==> config.mk <==
export PLATFORM = sky130hd
export DESIGN_NAME = alu_issue_stage
export DESIGN_NICKNAME = d
export VERILOG_FILES = /design/src/rtl/alu_issue_stage_pkg.sv /design/src/rtl/alu_issue_stage_alu_op_decode.sv /design/src/rtl/alu_issue_stage.sv
export SDC_FILE = /design/constraint.sdc
export NUM_CORES = 1
export LEC_CHECK = 0
export CAP_MARGIN = 20
export CORE_MARGIN = 10
export CORE_UTILIZATION = 52
export CTS_CLUSTER_DIAMETER = 120
export DETAILED_ROUTE_END_ITERATION = 8
export PLACE_DENSITY = 0.88
export SLEW_MARGIN = 30
export SYNTH_ARGS = -nofsm -noshare
export SYNTH_HDL_FRONTEND = slang
export SYNTH_HIERARCHICAL = 1
export SYNTH_SLANG_ARGS = --single-unit
==> constraint.sdc <==
create_clock -name clk -period 9.56 [get_ports clk]
set_input_delay 1.912 -clock clk [delete_from_list [all_inputs] [get_ports clk]]
set_output_delay 1.912 -clock clk [all_outputs]
set_load 0.02 [all_outputs]
==> src/rtl/alu_issue_stage_pkg.sv <==
// Shared constants and types for the ALU issue stage and the existing ALU.
// Operation codes, main-control classes, R-type funct values and skid-buffer types.
package alu_issue_stage_pkg;

    localparam int unsigned DATA_W = 32;

    localparam logic [3:0] ALU_AND = 4'b0000;
    localparam logic [3:0] ALU_OR  = 4'b0001;
    localparam logic [3:0] ALU_ADD = 4'b0010;
    localparam logic [3:0] ALU_SUB = 4'b0110;
    localparam logic [3:0] ALU_SLT = 4'b0111;
    localparam logic [3:0] ALU_NOR = 4'b1100;

    localparam logic [1:0] ALUOP_ADD   = 2'b00;
    localparam logic [1:0] ALUOP_SUB   = 2'b01;
    localparam logic [1:0] ALUOP_RTYPE = 2'b10;
    localparam logic [1:0] ALUOP_OR    = 2'b11;

    localparam logic [5:0] FUNCT_ADD = 6'b100000;
    localparam logic [5:0] FUNCT_SUB = 6'b100010;
    localparam logic [5:0] FUNCT_AND = 6'b100100;
    localparam logic [5:0] FUNCT_OR  = 6'b100101;
    localparam logic [5:0] FUNCT_SLT = 6'b101010;
    localparam logic [5:0] FUNCT_NOR = 6'b100111;

    typedef enum logic [1:0] {
        ST_EMPTY,
        ST_ONE,
        ST_FULL
    } skid_state_e;

    typedef struct packed {
        logic [DATA_W-1:0] in1;
        logic [DATA_W-1:0] in2;
        logic [3:0]        operation;
        logic              illegal;
    } issue_entry_t;

endpackage

==> src/rtl/alu_issue_stage_alu_op_decode.sv <==
// Combinational main-control class / funct decode into an ALU operation code.
// Unknown R-type funct falls back to ADD and raises illegal.
module alu_op_decode
    import alu_issue_stage_pkg::*;
(
    input  logic [1:0] alu_op,
    input  logic [5:0] funct,
    output logic [3:0] operation,
    output logic       illegal
);

    always_comb begin
        operation = ALU_ADD;
        illegal   = 1'b0;
        case (alu_op)
            ALUOP_ADD: operation = ALU_ADD;
            ALUOP_SUB: operation = ALU_SUB;
            ALUOP_OR:  operation = ALU_OR;
            ALUOP_RTYPE: begin
                case (funct)
                    FUNCT_ADD: operation = ALU_ADD;
                    FUNCT_SUB: operation = ALU_SUB;
                    FUNCT_AND: operation = ALU_AND;
                    FUNCT_OR:  operation = ALU_OR;
                    FUNCT_SLT: operation = ALU_SLT;
                    FUNCT_NOR: operation = ALU_NOR;
                    default:   illegal   = 1'b1;
                endcase
            end
            default: operation = ALU_ADD;
        endcase
    end

endmodule

==> src/rtl/alu_issue_stage.sv <==
// ALU issue stage: decodes and selects operands at acceptance, then buffers
// issues in a 2-entry skid buffer so in_ready depends only on registered state.
module alu_issue_stage
    import alu_issue_stage_pkg::*;
#(
    parameter int unsigned DATA_W = 32
) (
    input  logic              clk,
    input  logic              rst,
    input  logic              in_valid,
    output logic              in_ready,
    input  logic [1:0]        alu_op,
    input  logic [5:0]        funct,
    input  logic [DATA_W-1:0] rs_val,
    input  logic [DATA_W-1:0] rt_val,
    input  logic [DATA_W-1:0] imm,
    input  logic              alu_src,
    output logic              out_valid,
    input  logic              out_ready,
    output logic [DATA_W-1:0] in1,
    output logic [DATA_W-1:0] in2,
    output logic [3:0]        operation,
    output logic              illegal,
    output logic [15:0]       issued_count
);

    skid_state_e  r_state;
    skid_state_e  w_state_nxt;
    issue_entry_t r_out;
    issue_entry_t r_skid;
    issue_entry_t w_new;
    logic [15:0]  r_count;
    logic         w_in_hs;
    logic         w_out_hs;
    logic         w_load_out_new;
    logic         w_load_out_skid;
    logic         w_load_skid;
    logic [3:0]   w_dec_op;
    logic         w_dec_illegal;

    alu_op_decode u_decode (
        .alu_op    (alu_op),
        .funct     (funct),
        .operation (w_dec_op),
        .illegal   (w_dec_illegal)
    );

    assign in_ready  = (r_state != ST_FULL);
    assign out_valid = (r_state != ST_EMPTY);
    assign w_in_hs   = in_valid && in_ready;
    assign w_out_hs  = out_valid && out_ready;

    always_comb begin
        w_new.in1       = rs_val;
        w_new.in2       = alu_src ? imm : rt_val;
        w_new.operation = w_dec_op;
        w_new.illegal   = w_dec_illegal;
    end

    always_ff @(posedge clk or posedge rst) begin
        if (rst) begin
            r_state <= ST_EMPTY;
        end else begin
            r_state <= w_state_nxt;
        end
    end

    always_comb begin
        w_state_nxt     = r_state;
        w_load_out_new  = 1'b0;
        w_load_out_skid = 1'b0;
        w_load_skid     = 1'b0;
        case (r_state)
            ST_EMPTY: begin
                if (w_in_hs) begin
                    w_state_nxt    = ST_ONE;
                    w_load_out_new = 1'b1;
                end
            end
            ST_ONE: begin
                // Simultaneous in/out bypasses the skid register entirely.
                if (w_in_hs && w_out_hs) begin
                    w_load_out_new = 1'b1;
                end else if (w_in_hs) begin
                    w_state_nxt = ST_FULL;
                    w_load_skid = 1'b1;
                end else if (w_out_hs) begin
                    w_state_nxt = ST_EMPTY;
                end
            end
            ST_FULL: begin
                if (w_out_hs) begin
                    w_state_nxt     = ST_ONE;
                    w_load_out_skid = 1'b1;
                end
            end
            default: w_state_nxt = ST_EMPTY;
        endcase
    end

    always_ff @(posedge clk or posedge rst) begin
        if (rst) begin
            r_out   <= '0;
            r_skid  <= '0;
            r_count <= '0;
        end else begin
            if (w_load_out_new) begin
                r_out <= w_new;
            end else if (w_load_out_skid) begin
                r_out <= r_skid;
            end
            if (w_load_skid) begin
                r_skid <= w_new;
            end
            if (w_out_hs) begin
                r_count <= r_count + 16'd1;
            end
        end
    end

    assign in1          = r_out.in1;
    assign in2          = r_out.in2;
    assign operation    = r_out.operation;
    assign illegal      = r_out.illegal;
    assign issued_count = r_count;

endmodule
* Yosys cells after proc, flatten, opt, wreduce, memory -nomap -nowiden
Cells that the tools add are included.
** Word-level totals
- Register bits :: 156
- Word-level logic and storage cells :: 56
- Input bits :: 109
- Output and inout bits :: 87
** Cells by class
- Muxes and demuxes :: 20
- $add $sub $neg :: 1
- Equality and inequality tests :: 16
- Reduce and logical (&&, ||, !) cells :: 9
** Operator list (count)
- $mux W69 :: 2
- $eq A6 B6 Y1 const B :: 6
- $mux W32 :: 1
- $pmux W4 S5 :: 1
- $add A16 B1 Y16 const B :: 1
- $pmux W4 S4 :: 1
- $mux W2 :: 5
- $mux W1 :: 8
- $ne A2 B2 Y1 const B :: 4
- $eq A2 B2 Y1 const B :: 3
- $pmux W2 S3 :: 1
- $reduce_or A6 Y1 :: 1
- $eq A2 B1 Y1 const B :: 2
- $logic_not A2 Y1 :: 2
- $reduce_and A4 Y1 :: 1
- $reduce_bool A2 Y1 :: 2
- $logic_and A1 B1 Y1 :: 3
- $ne A3 B3 Y1 const B :: 1
- $pmux W1 S2 :: 1

* Longest topological paths before layout
Gate-level depths: netlist of the first run.
- Depth in word-level cells :: 6
- Depth in mapped cells :: 6
- Depth with buffers taken out :: 5

* Cells and area by module
The synthesis of the first run kept the hierarchy.
** By module, submodules not included
- alu_issue_stage :: instances 1, sequential area each 3903.7 sq um, cells an instance 588, area each 6856.6 sq um
- alu_op_decode :: instances 1, sequential area each 0.0 sq um, cells an instance 20, area each 130.1 sq um

* Worst setup path after synthesis of the first run
No wires, ideal clock.
- Path type :: input to register
- Start point :: input port alu_src
- End point :: register r_skid[25] (netlist name)
- Data required time :: 9434 ps
- Arrival :: 2841 ps
- Stages :: 4
- Path slack :: 6593 ps
- Buffers on the path :: 2
- Cell sequence :: buf_2 > buf_1 > mux2i_1 > a21oi_1
** On the way
- Word-level cells in the longest chain between the ends :: 1
** Ends and longest elaborated chain
- start, declared :: line alu_issue_stage.sv:17 : input logic alu_src,
- $mux W32 :: line alu_issue_stage.sv:55 : w_new.in2 = alu_src ? imm : rt_val;
- end signal, assigned :: line alu_issue_stage.sv:113 : r_skid <= w_new;
- end, declared :: line alu_issue_stage.sv:30 : issue_entry_t r_skid;
No other way between the ends.
A chain may end at the register's enable or synchronous reset.

* Worst setup path in the final report of the first run
- Start point :: input port out_ready
- End point :: register r_out (netlist bit in1[25])
** On the way
- Word-level cells in the longest chain between the ends :: 5
** Ends and longest elaborated chain
- start, declared :: line alu_issue_stage.sv:19 : input logic out_ready,
- $logic_and A1 B1 Y1 * :: line alu_issue_stage.sv:51 : assign w_out_hs = out_valid && out_ready;
- $logic_and A1 B1 Y1 :: line alu_issue_stage.sv:82 : if (w_in_hs && w_out_hs) begin
- $mux W1 :: line alu_issue_stage.sv:82
- $pmux W1 S2 :: line alu_issue_stage.sv:73 : case (r_state)
- $mux W69 / $reduce_bool A2 Y1 (equally long branches)
- end signal, assigned :: line alu_issue_stage.sv:108 : r_out <= w_new;
- end signal, assigned :: line alu_issue_stage.sv:110 : r_out <= r_skid;
- end, declared :: line alu_issue_stage.sv:29 : issue_entry_t r_out;
Mark *: on every way between the ends. The rest lies on a longest branch, timed or not.

==> results of run 1 <==
[per-stage QoR]
| stage | hold WS (ps) | setup WS, ps | util (%) | area [um2] |
|---|---|---|---|---|
| after floorplan | 457 | 3440 | - | 6990 |
| after global placement | 461 | 4780 | 68.1 | 8980 |
| after detailed placement | 474 | 5120 | 68.4 | 9020 |
| after CTS | 488 | 5540 | 73.1 | 9640 |
| after global routing | 510 | 5340 | 73.1 | 9650 |
| final | 486 | 5510 | 73.1 | 9650 |
[where the power goes]
group	switching [W]	internal, W
logic	0.000363	0.000373
registers	0.000128	0.000874
clock network	0.000251	0.000467
total	0.000743	0.00171
[layout make-up]
type | instances | share of cell area (%)
Multi-Input combinational cell | 409 | 29.6
Timing Repair Buffer | 200 | 20.9
Clock buffer | 23 | 4.75
Clock inverter | 7 | 1.70
Inverter | 6 | 0.285
Sequential cell | 156 | 40.5
Tap cell | 176 | 2.28
[per-layer routing]
metal / part of all wire (%) / GRT usage, % / wire length [um] / vias to the layer above
li1: - / - / - / 2468
met4: 2.3 / 8.11 / 415 / 2
met3: 6.2 / 4.98 / 1110 / 34
met5: 0.072 / 0 / 13 / -
met1: 39 / 22.1 / 7050 / 2579
met2: 52 / 34.0 / 9390 / 170
[final timing paths]
kind	from	endpoint	slack (ps)	cells after the start
max	out_ready	in1[25]$_DFFE_PP0P_	5510	5
min	issued_count[15]$_DFFE_PP0P_	issued_count[15]$_DFFE_PP0P_	490	1
min in group asynchronous	rst	r_skid[43]$_DFFE_PP0P_	1980	2
max in group asynchronous	rst	r_state[0]$_DFFE_PP0P_	6400	3
min reg2reg	issued_count[15]$_DFFE_PP0P_	issued_count[15]$_DFFE_PP0P_	490	1
max reg2reg	r_state[1]$_DFFE_PP0P_	in1[25]$_DFFE_PP0P_	7180	4
[sequential cells by signal, indices dropped and copies added (netlist names)]
name	count
r_skid	69
issued_count	16
illegal	1
r_state	2
in1	32
operation	4
in2	32
[logic make-up after synthesis]
family / Yosys count / synth area share, %
AOI/OAI and AO/OA: 115 / 8.65
and+or+nand+nor: 139 / 8.70
adders and majority gates: 1 / 0.179
buffers and inverters: 43 / 3.55
xor gates and xnor gates: 15 / 1.88
DFF: 156 / 55.9
muxes: 139 / 21.2
[cells in the mapped netlist]
library cell	instances	area, um2
a21oi_1	66	330
nor3_1	1	5.00
nor2b_2	3	26.3
nand2_1	44	165
nor2_1	71	267
buf_1	2	7.51
nand4b_1	1	8.76
and3b_1	1	8.76
o2bb2ai_1	1	8.76
a21boi_0	1	7.51
buf_6	4	45.0
nor4_4	1	21.3
nand3b_2	1	11.3
mux2i_1	69	691
nand3_1	6	30.0
mux2_1	29	327
xnor2_1	14	123
buf_2	20	100
nor4b_1	1	8.76
o21ai_1	2	10.0
mux2_2	41	462
inv_1	6	22.5
ha_1	1	12.5
or2_2	1	6.26
a311oi_2	1	15.0
o211ai_1	1	7.51
buf_4	8	60.1
dfrtp_1	156	3900
nor2b_1	1	6.26
o21bai_1	1	7.51
o22ai_1	2	12.5
o21ai_0	38	190
clkbuf_2	1	5.00
a31oi_1	1	6.26
and3_1	2	12.5
nand4_1	2	12.5
clkbuf_1	2	7.51
nand2b_1	3	18.8
xor2_1	1	8.76
o21ai_2	1	8.76
[cell usage in the layout (no fill, tap or decap), types with 2 or more instances in the layout]
master and n:
clkdlybuf4s50_1 194, nand2_1 44, nand3_1 6, buf_6 3, nand2b_1 3, o22ai_1 2
mux2i_1 69, o21ai_0 38, clkbuf_16 17, inv_1 5, nor2_1 70, buf_4 2
dfrtp_1 156, a21oi_1 66, and3_1 2, nand4_1 2, xnor2_1 14, nor2b_2 2
clkbuf_1 5, o21ai_1 2, mux2_2 41, bufinv_16 5, mux2_1 29
==> reports/metrics.yaml, run 1 <==
power_density_nw_per_um2: 255
drive_gt1_share_pct: 10.2
yosysWarnings: 6
final_hold_viol_count: 0
arrival_ps: 4310
fin_cells: 977
path_buf_inv: 2
worstMarginPinSlew_ps: 821
final_nets: 900
wl_per_cell_um: 18.4
vdd_drop_max_mv: 0.122
p_total_w: 0.00246
endpoint_kind: "flip-flop"
setup_viol: 0
ys_ff_latch: 156
die_w_um: 136
place_inst: 947
gr-total-overflow: 0
area_growth_syn_to_layout_pct: 38.1
diodes: 0
cts.sinks: 156
cp_slowest_cell: "buf_4"
synthCells: 608
start_util_pct: 53.0
fin_crit_ps: 4050
synth_area_per_cell_um2: 11.5
grt_pass1_vias: 5590
core_area_um2: 13200
slew_violations: 0
rsz0062_at_grt: "false"
die_h_um: 136
cts-resized-gates: 0
p_leak_nw: 4.29
tns_ps: 0
ios: 196
cap_violations: 0
hold_path_class: "reg2reg"
grt_max_degree: 102
routabilityCongestion: 0.789
track_usage_pct: 19.4
dr_total_vias: 5253
drtIter0Drc: 347
crit_chain: "clkdlybuf4s50_1, nand2b_1, nor2b_4, buf_4, o21ai_0"
yosysUniqueCellTypes: 40
max_freq_mhz: 247
multiInputGateArea_um2: 2860
ant_nets: 0
die_area_um2: 18500
drt_first_pass_iters: 4
criticalPathCategory: "in2reg"
clkTransAtPathRegs_ps: 60
finalClockSkew_ps: 6.43
synth_area_um2: 6990
start_kind: "input pin"
worstPathRequired_ps: 9820
grt_pass1_wl_um: 28500
status: "completed"
antenna_found_initial: 1
nFillCells: 886
num_rows: 42
htree_levels: 4
drc: 0
cpPeakStageDelay_ps: 690
port_buffers: 195
cts_tree: "built"
clk_latency_ps: 420
seq_area_frac_synth_pct: 55.9
post-cts-setup-buffers: 0
cp_max_fo: 88
hold_buffers: 0
worst_path_dominant_cell_family: "buffers and inverters"
clock_path_buffers: 2
max_slew_margin_pct: 45.3
vias_per_cell: 5.38
period_share_pct: 42.4
syn_nets: 718
root_buffer: "clkbuf_16"
dp_hpwl_um: 12600
seq_area_um2: 3900
wl_um: 18000
cts_buffers: 17
(Power assumes the default switching activity.)
==> inputs of run 2 (changes only) <==
Settings changed: CORE_UTILIZATION 52 to 44, PLACE_DENSITY 0.88 to 0.79.
Clock period 9.56 ns to 3.3 ns, I/O delays scaled along.
==> reports/metrics.yaml, run 2 (synthesized netlist as in run 1, its figures left out) <==
gr-total-overflow: 0  # unchanged
max_freq_mhz: 410
timing.hold.ws_ps: 489  # was 486 ps
finalClockSkew_ps: 12.8  # was 6.43 ps
cts-resized-gates: 0  # unchanged
htree_levels: 4  # unchanged
hold_buffers: 0  # unchanged
drt_first_pass_iters: 5  # was 4
dr_total_vias: 5224  # was 5253
die_area_um2: 21300  # was 18500 um2
r2r-end: "illegal$_DFFE_PP0P_"  # was in1[25]$_DFFE_PP0P_
worstPathRequired_ps: 2640  # was 9820 ps
top_register: "r_skid"  # unchanged
track_usage_pct: 16.9  # was 19.4%
use_met3_pct: 5.84  # was 4.98%
criticalPathCategory: "reg2out"  # was in2reg
grt-busiest-layer: "met2"  # unchanged
tns_ps: 0  # unchanged
use_met1_pct: 19.2  # was 22.1%
vias_per_cell: 5.12  # was 5.38
met2_usage_pct: 29.5  # was 34.0%
grt_pass1_vias: 5633  # was 5590
setup_viol: 0  # unchanged
grt_pass1_wl_um: 29500  # was 28500 um
utilization_pct: 62.0  # was 73.1%
die_w_um: 146  # was 136 um
start_util_pct: 44.5  # was 53.0%
layout_common_cells: "clkdlybuf4s50_1, dfrtp_1, nor2_1"  # unchanged
ios: 196  # unchanged
final_nets: 902  # was 900
cap_violations: 0  # unchanged
die_h_um: 146  # was 136 um
setup_ws_ps: 860  # was 5510 ps
antenna_found_initial: 0  # was 1
ant_nets: 0  # unchanged
rsz0062_at_grt: "false"  # unchanged
period_share_pct: 73.9
drc: 0  # unchanged
core_area_um2: 15700  # was 13200 um2
status: "completed"  # unchanged
wl_um: 17800  # was 18000 um
p_leak_nw: 4.31  # was 4.29 nW
clock_path_buffers: 2  # unchanged
fin_crit_ps: 2440
seq_area_um2: 3900  # unchanged
slew_violations: 0  # unchanged
layout_commonest_cell: "clkdlybuf4s50_1"  # unchanged
worstMarginPinSlew_ps: 919  # was 821 ps
diodes: 0  # unchanged
wl_per_cell_um: 17.4  # was 18.4 um
hold_path_class: "reg2reg"  # unchanged
dp_hpwl_um: 12600  # about the same
post-cts-setup-buffers: 0  # unchanged
vdd_drop_max_mv: 0.362  # was 0.122 mV
reg2reg_depth: 4  # unchanged
place_inst: 989  # was 947
min-delay-start: "r_skid[54]$_DFFE_PP0P_"  # was issued_count[15]$_DFFE_PP0P_
largest_register_ffs: 69  # unchanged
post-place-ws_ps: 635  # was 5120 ps
drtIter0Drc: 231  # was 347
arrival_ps: 1780  # was 4310 ps
final_hold_viol_count: 0  # unchanged
cts.sinks: 156  # unchanged
clkTransAtPathRegs_ps: 60  # about the same
worstHoldPathCells: 1  # unchanged
power_density_nw_per_um2: 732  # was 255 nW/um2
endpoint_kind: "primary output"  # was flip-flop
root_buffer: "clkbuf_16"  # unchanged
grt_max_degree: 157  # was 102
cts_buffers: 17  # unchanged
start_kind: "flip-flop"  # was input pin
drive_gt1_share_pct: 11.2  # was 10.2%
cts_tree: "built"  # unchanged
nFillCells: 1194  # was 886
fin_cells: 1021  # was 977
holdPathEnd: "r_skid[54]$_DFFE_PP0P_"  # was issued_count[15]$_DFFE_PP0P_
cp_max_fo: 8  # was 88
port_buffers: 195  # unchanged
max_slew_margin_pct: 38.7  # was 45.3%
multiInputGateArea_um2: 2860  # unchanged
r2r_start: "r_state[1]$_DFFE_PP0P_"  # unchanged
r2r_setup_slack_ps: 1410  # was 7180 ps
area_growth_syn_to_layout_pct: 39.5  # was 38.1%
routabilityCongestion: 0.795  # was 0.789
num_rows: 46  # was 42
clk_latency_ps: 430  # was 420 ps
[run 2: worst max-delay path by stage]
stage,slack [ps],from,end
3_5_place_dp,630,out_ready,in1[21]$_DFFE_PP0P_
5_1_grt,800,r_state[1]$_DFFE_PP0P_,out_valid
4_1_cts,840,r_state[1]$_DFFE_PP0P_,out_valid
6_report,860,r_state[1]$_DFFE_PP0P_,out_valid
3_3_place_gp,710,out_ready,in2[16]$_DFFE_PP0P_
2_1_floorplan,670,rst,illegal$_DFFE_PP0P_
[run 2: per-stage QoR]
step	area [um2]	power (W)
6_report	9750	0.00713
3_3_place_gp	9110	0.00495
3_5_place_dp	9110	0.00508
4_1_cts	9750	0.00721
5_1_grt	9750	0.00752
2_1_floorplan	6990	0.00407
[run 2: critical path, stage by stage (launching register included)]
cell	delay [ps]
dfrtp_1	480
or2_2	340
clkdlybuf4s50_1	540
[run 2: where the power goes]
part | internal, W | total (W) | leakage [nW] | switching [W]
clock network | 0.00131 | 0.00210 | 0.303 | 0.000783
registers | 0.00253 | 0.00291 | 1.84 | 0.000378
logic | 0.00108 | 0.00213 | 2.16 | 0.00104
[run 2: area by class of cell]
class	count	area share, %
Sequential cell	156	40.0
Clock buffer	20	4.68
Inverter	6	0.270
Tap cell	216	2.77
Multi-Input combinational cell	409	29.3
Clock inverter	12	1.91
Timing Repair Buffer	202	21.0
[run 2: per-layer routing]
metal	vias to the layer above	part of all wire, %
li1	2468	-
met2	162	51
met5	-	0
met4	0	1.4
met3	21	6.2
met1	2573	41
==> inputs of run 3 (changes only) <==
Clock period 3.3 ns to 2.1 ns, I/O delays scaled along.
==> reports/metrics.yaml, run 3 (synthesized netlist as in run 1, its figures left out) <==
drt_first_pass_iters: 4  # was 5
final_nets: 912  # was 902
track_usage_pct: 16.3  # was 16.9%
hold_path_class: "in2async"  # was reg2reg
p_leak_nw: 4.36  # was 4.31 nW
seqPwrFrac_pct: 42.1  # was 40.8%
vias_per_cell: 5.07  # was 5.12
endpoint_kind: "primary output"  # unchanged
cts-resized-gates: 1  # was 0
dr_total_vias: 5226  # was 5224
gr-total-overflow: 0  # unchanged
post-place-ws_ps: -120  # was 635 ps
diodes: 0  # unchanged
worst_path_dominant_cell_family: "flip-flops"  # was buffers and inverters
start_kind: "flip-flop"  # unchanged
top_register: "r_skid"  # unchanged
utilization_pct: 62.5  # was 62.0%
placed_cell_area_um2: 9260  # was 9110 um2
cts.sinks: 156  # unchanged
cap_violations: 0  # unchanged
worstPathRequired_ps: 1680  # was 2640 ps
rsz0062_at_grt: "false"  # unchanged
fin_crit_ps: 1970
arrival_ps: 1550  # was 1780 ps
finalClockSkew_ps: 8.01  # was 12.8 ps
combPwrFrac_pct: 31.3  # was 29.8%
clkTransAtPathRegs_ps: 60  # about the same
timing.hold.ws_ps: 487  # was 489 ps
ios: 196  # unchanged
largest_register_ffs: 69  # unchanged
grt_pass1_vias: 5539  # was 5633
die_h_um: 146  # unchanged
hold_buffers: 0  # unchanged
cp_max_fo: 8  # unchanged
clk_latency_ps: 410  # was 430 ps
p_sw_share_pct: 31.3  # was 30.9%
layout_commonest_cell: "clkdlybuf4s50_1"  # unchanged
routabilityCongestion: 0.804  # was 0.795
layout_common_cells: "clkdlybuf4s50_1, dfrtp_1, nor2_1"  # unchanged
drive_gt1_share_pct: 12.2  # was 11.2%
postLayoutCellArea_um2: 9820  # was 9750 um2
vdd_drop_max_mv: 0.628  # was 0.362 mV
drc: 0  # unchanged
r2r_setup_slack_ps: 360  # was 1410 ps
core_area_um2: 15700  # unchanged
final_hold_viol_count: 0  # unchanged
worstMarginPinSlew_ps: 499  # was 919 ps
port_buffers: 195  # unchanged
antenna_found_initial: 0  # unchanged
wl_um: 17600  # was 17800 um
period_share_pct: 93.9
dp_hpwl_um: 12800  # was 12600 um
slew_violations: 0  # unchanged
criticalPathCategory: "reg2out"  # unchanged
max_slew_margin_pct: 66.8  # was 38.7%
die_area_um2: 21300  # unchanged
wl_per_cell_um: 17.1  # was 17.4 um
drtIter0Drc: 274  # was 231
setup_ws_ps: 127  # was 860 ps
max_freq_mhz: 507
clock_path_buffers: 2  # unchanged
root_buffer: "clkbuf_16"  # unchanged
start_util_pct: 44.5  # unchanged
area_growth_syn_to_layout_pct: 40.5  # was 39.5%
r2r-end: "r_skid[22]$_DFFE_PP0P_"  # was illegal$_DFFE_PP0P_
startpoint: "r_state[1]$_DFFE_PP0P_"  # unchanged
num_rows: 46  # unchanged
crit_chain: "or2_2, dlygate4sd2_1"  # was or2_2, clkdlybuf4s50_1
grt_max_degree: 93  # was 157
cp_slowest_cell: "dfrtp_1"  # was clkdlybuf4s50_1
power_density_nw_per_um2: 1100  # was 732 nW/um2
reg2reg_depth: 5  # was 4
htree_levels: 4  # unchanged
grt_pass1_wl_um: 28600  # was 29500 um
cts_buffers: 17  # unchanged
path_buf_inv: 1  # unchanged
cell_internal_pwr_w: 0.00743  # was 0.00493 W
r2r_start: "r_state[1]$_DFFE_PP0P_"  # unchanged
cpPeakStageDelay_ps: 480  # was 540 ps
ant_nets: 0  # unchanged
die_w_um: 146  # unchanged
post-cts-setup-buffers: 0  # unchanged
switching_power_w: 0.00339  # was 0.00221 W
p_clk_share_pct: 26.6  # was 29.4%
setup_viol: 0  # unchanged
status: "completed"  # unchanged
cts_tree: "built"  # unchanged
==> run 3: changes by cell type in the layout (fill, tap and decap cells not counted), moves of 2 or more <==
cell,before,now
buf_12,4,10
clkinv_4,4,0
clkinv_2,0,4
clkdlybuf4s50_1,194,192
bufinv_16,4,1
buf_4,3,7
==> run 3: through the flow <==
stage | TNS [ps] | std cells | power (W)
2_1_floorplan | -45690 | 608 | 0.00639
3_3_place_gp | 0 | 999 | 0.00782
3_5_place_dp | -2910 | 999 | 0.00804
4_1_cts | 0 | 1030 | 0.0110
5_1_grt | 0 | 1030 | 0.0114
6_report | 0 | 1030 | 0.0108
==> run 3: how the worst max path moves through the flow <==
stage | endpoint | slack, ps | cells past startpoint
floorplan | illegal$_DFFE_PP0P_ | -290 | 1
global placement | in2[30]$_DFFE_PP0P_ | 3 | 6
detailed placement | in1[31]$_DFFE_PP0P_ | -120 | 6
CTS | in_ready | 8 | 2
global route | out_valid | 80 | 2
finish | out_valid | 130 | 2
==> run 3: layer usage <==
layer	vias up	track usage [%]	part of all wire [%]
met4	0	5.06	1.6
li1	2488	-	-
met5	-	0	0
met1	2544	18.7	41
met3	20	6.09	6.6
met2	174	27.9	51
==> run 3: layout make-up <==
cell class                 count  area (um2)
tap                          216         270
clock inverter                10        90.1
fill                        1181        5890
clock buffer                  21         470
sequential                   156        3900
multi-input combinational    409        2860
inverter                       6        26.3
timing repair buffer         212        2200
==> run 3: power by group through the flow <==
stage | Sequential [W] | Combinational (W) | Clock [W]
finish | 0.00455 | 0.00339 | 0.00288
global route | 0.00467 | 0.00369 | 0.00308
CTS | 0.00456 | 0.00345 | 0.00295
detailed placement | 0.00461 | 0.00343 | 0
global placement | 0.00452 | 0.00329 | 0
floorplan | 0.00498 | 0.00141 | 0
==> run 3: worst reg2reg max path: stages, from the launching register on <==
cell and delay (ps):
dfrtp_1 480, nand2b_1 310, nor2_4 190, buf_4 430, nor2_1 110, a21oi_1 160
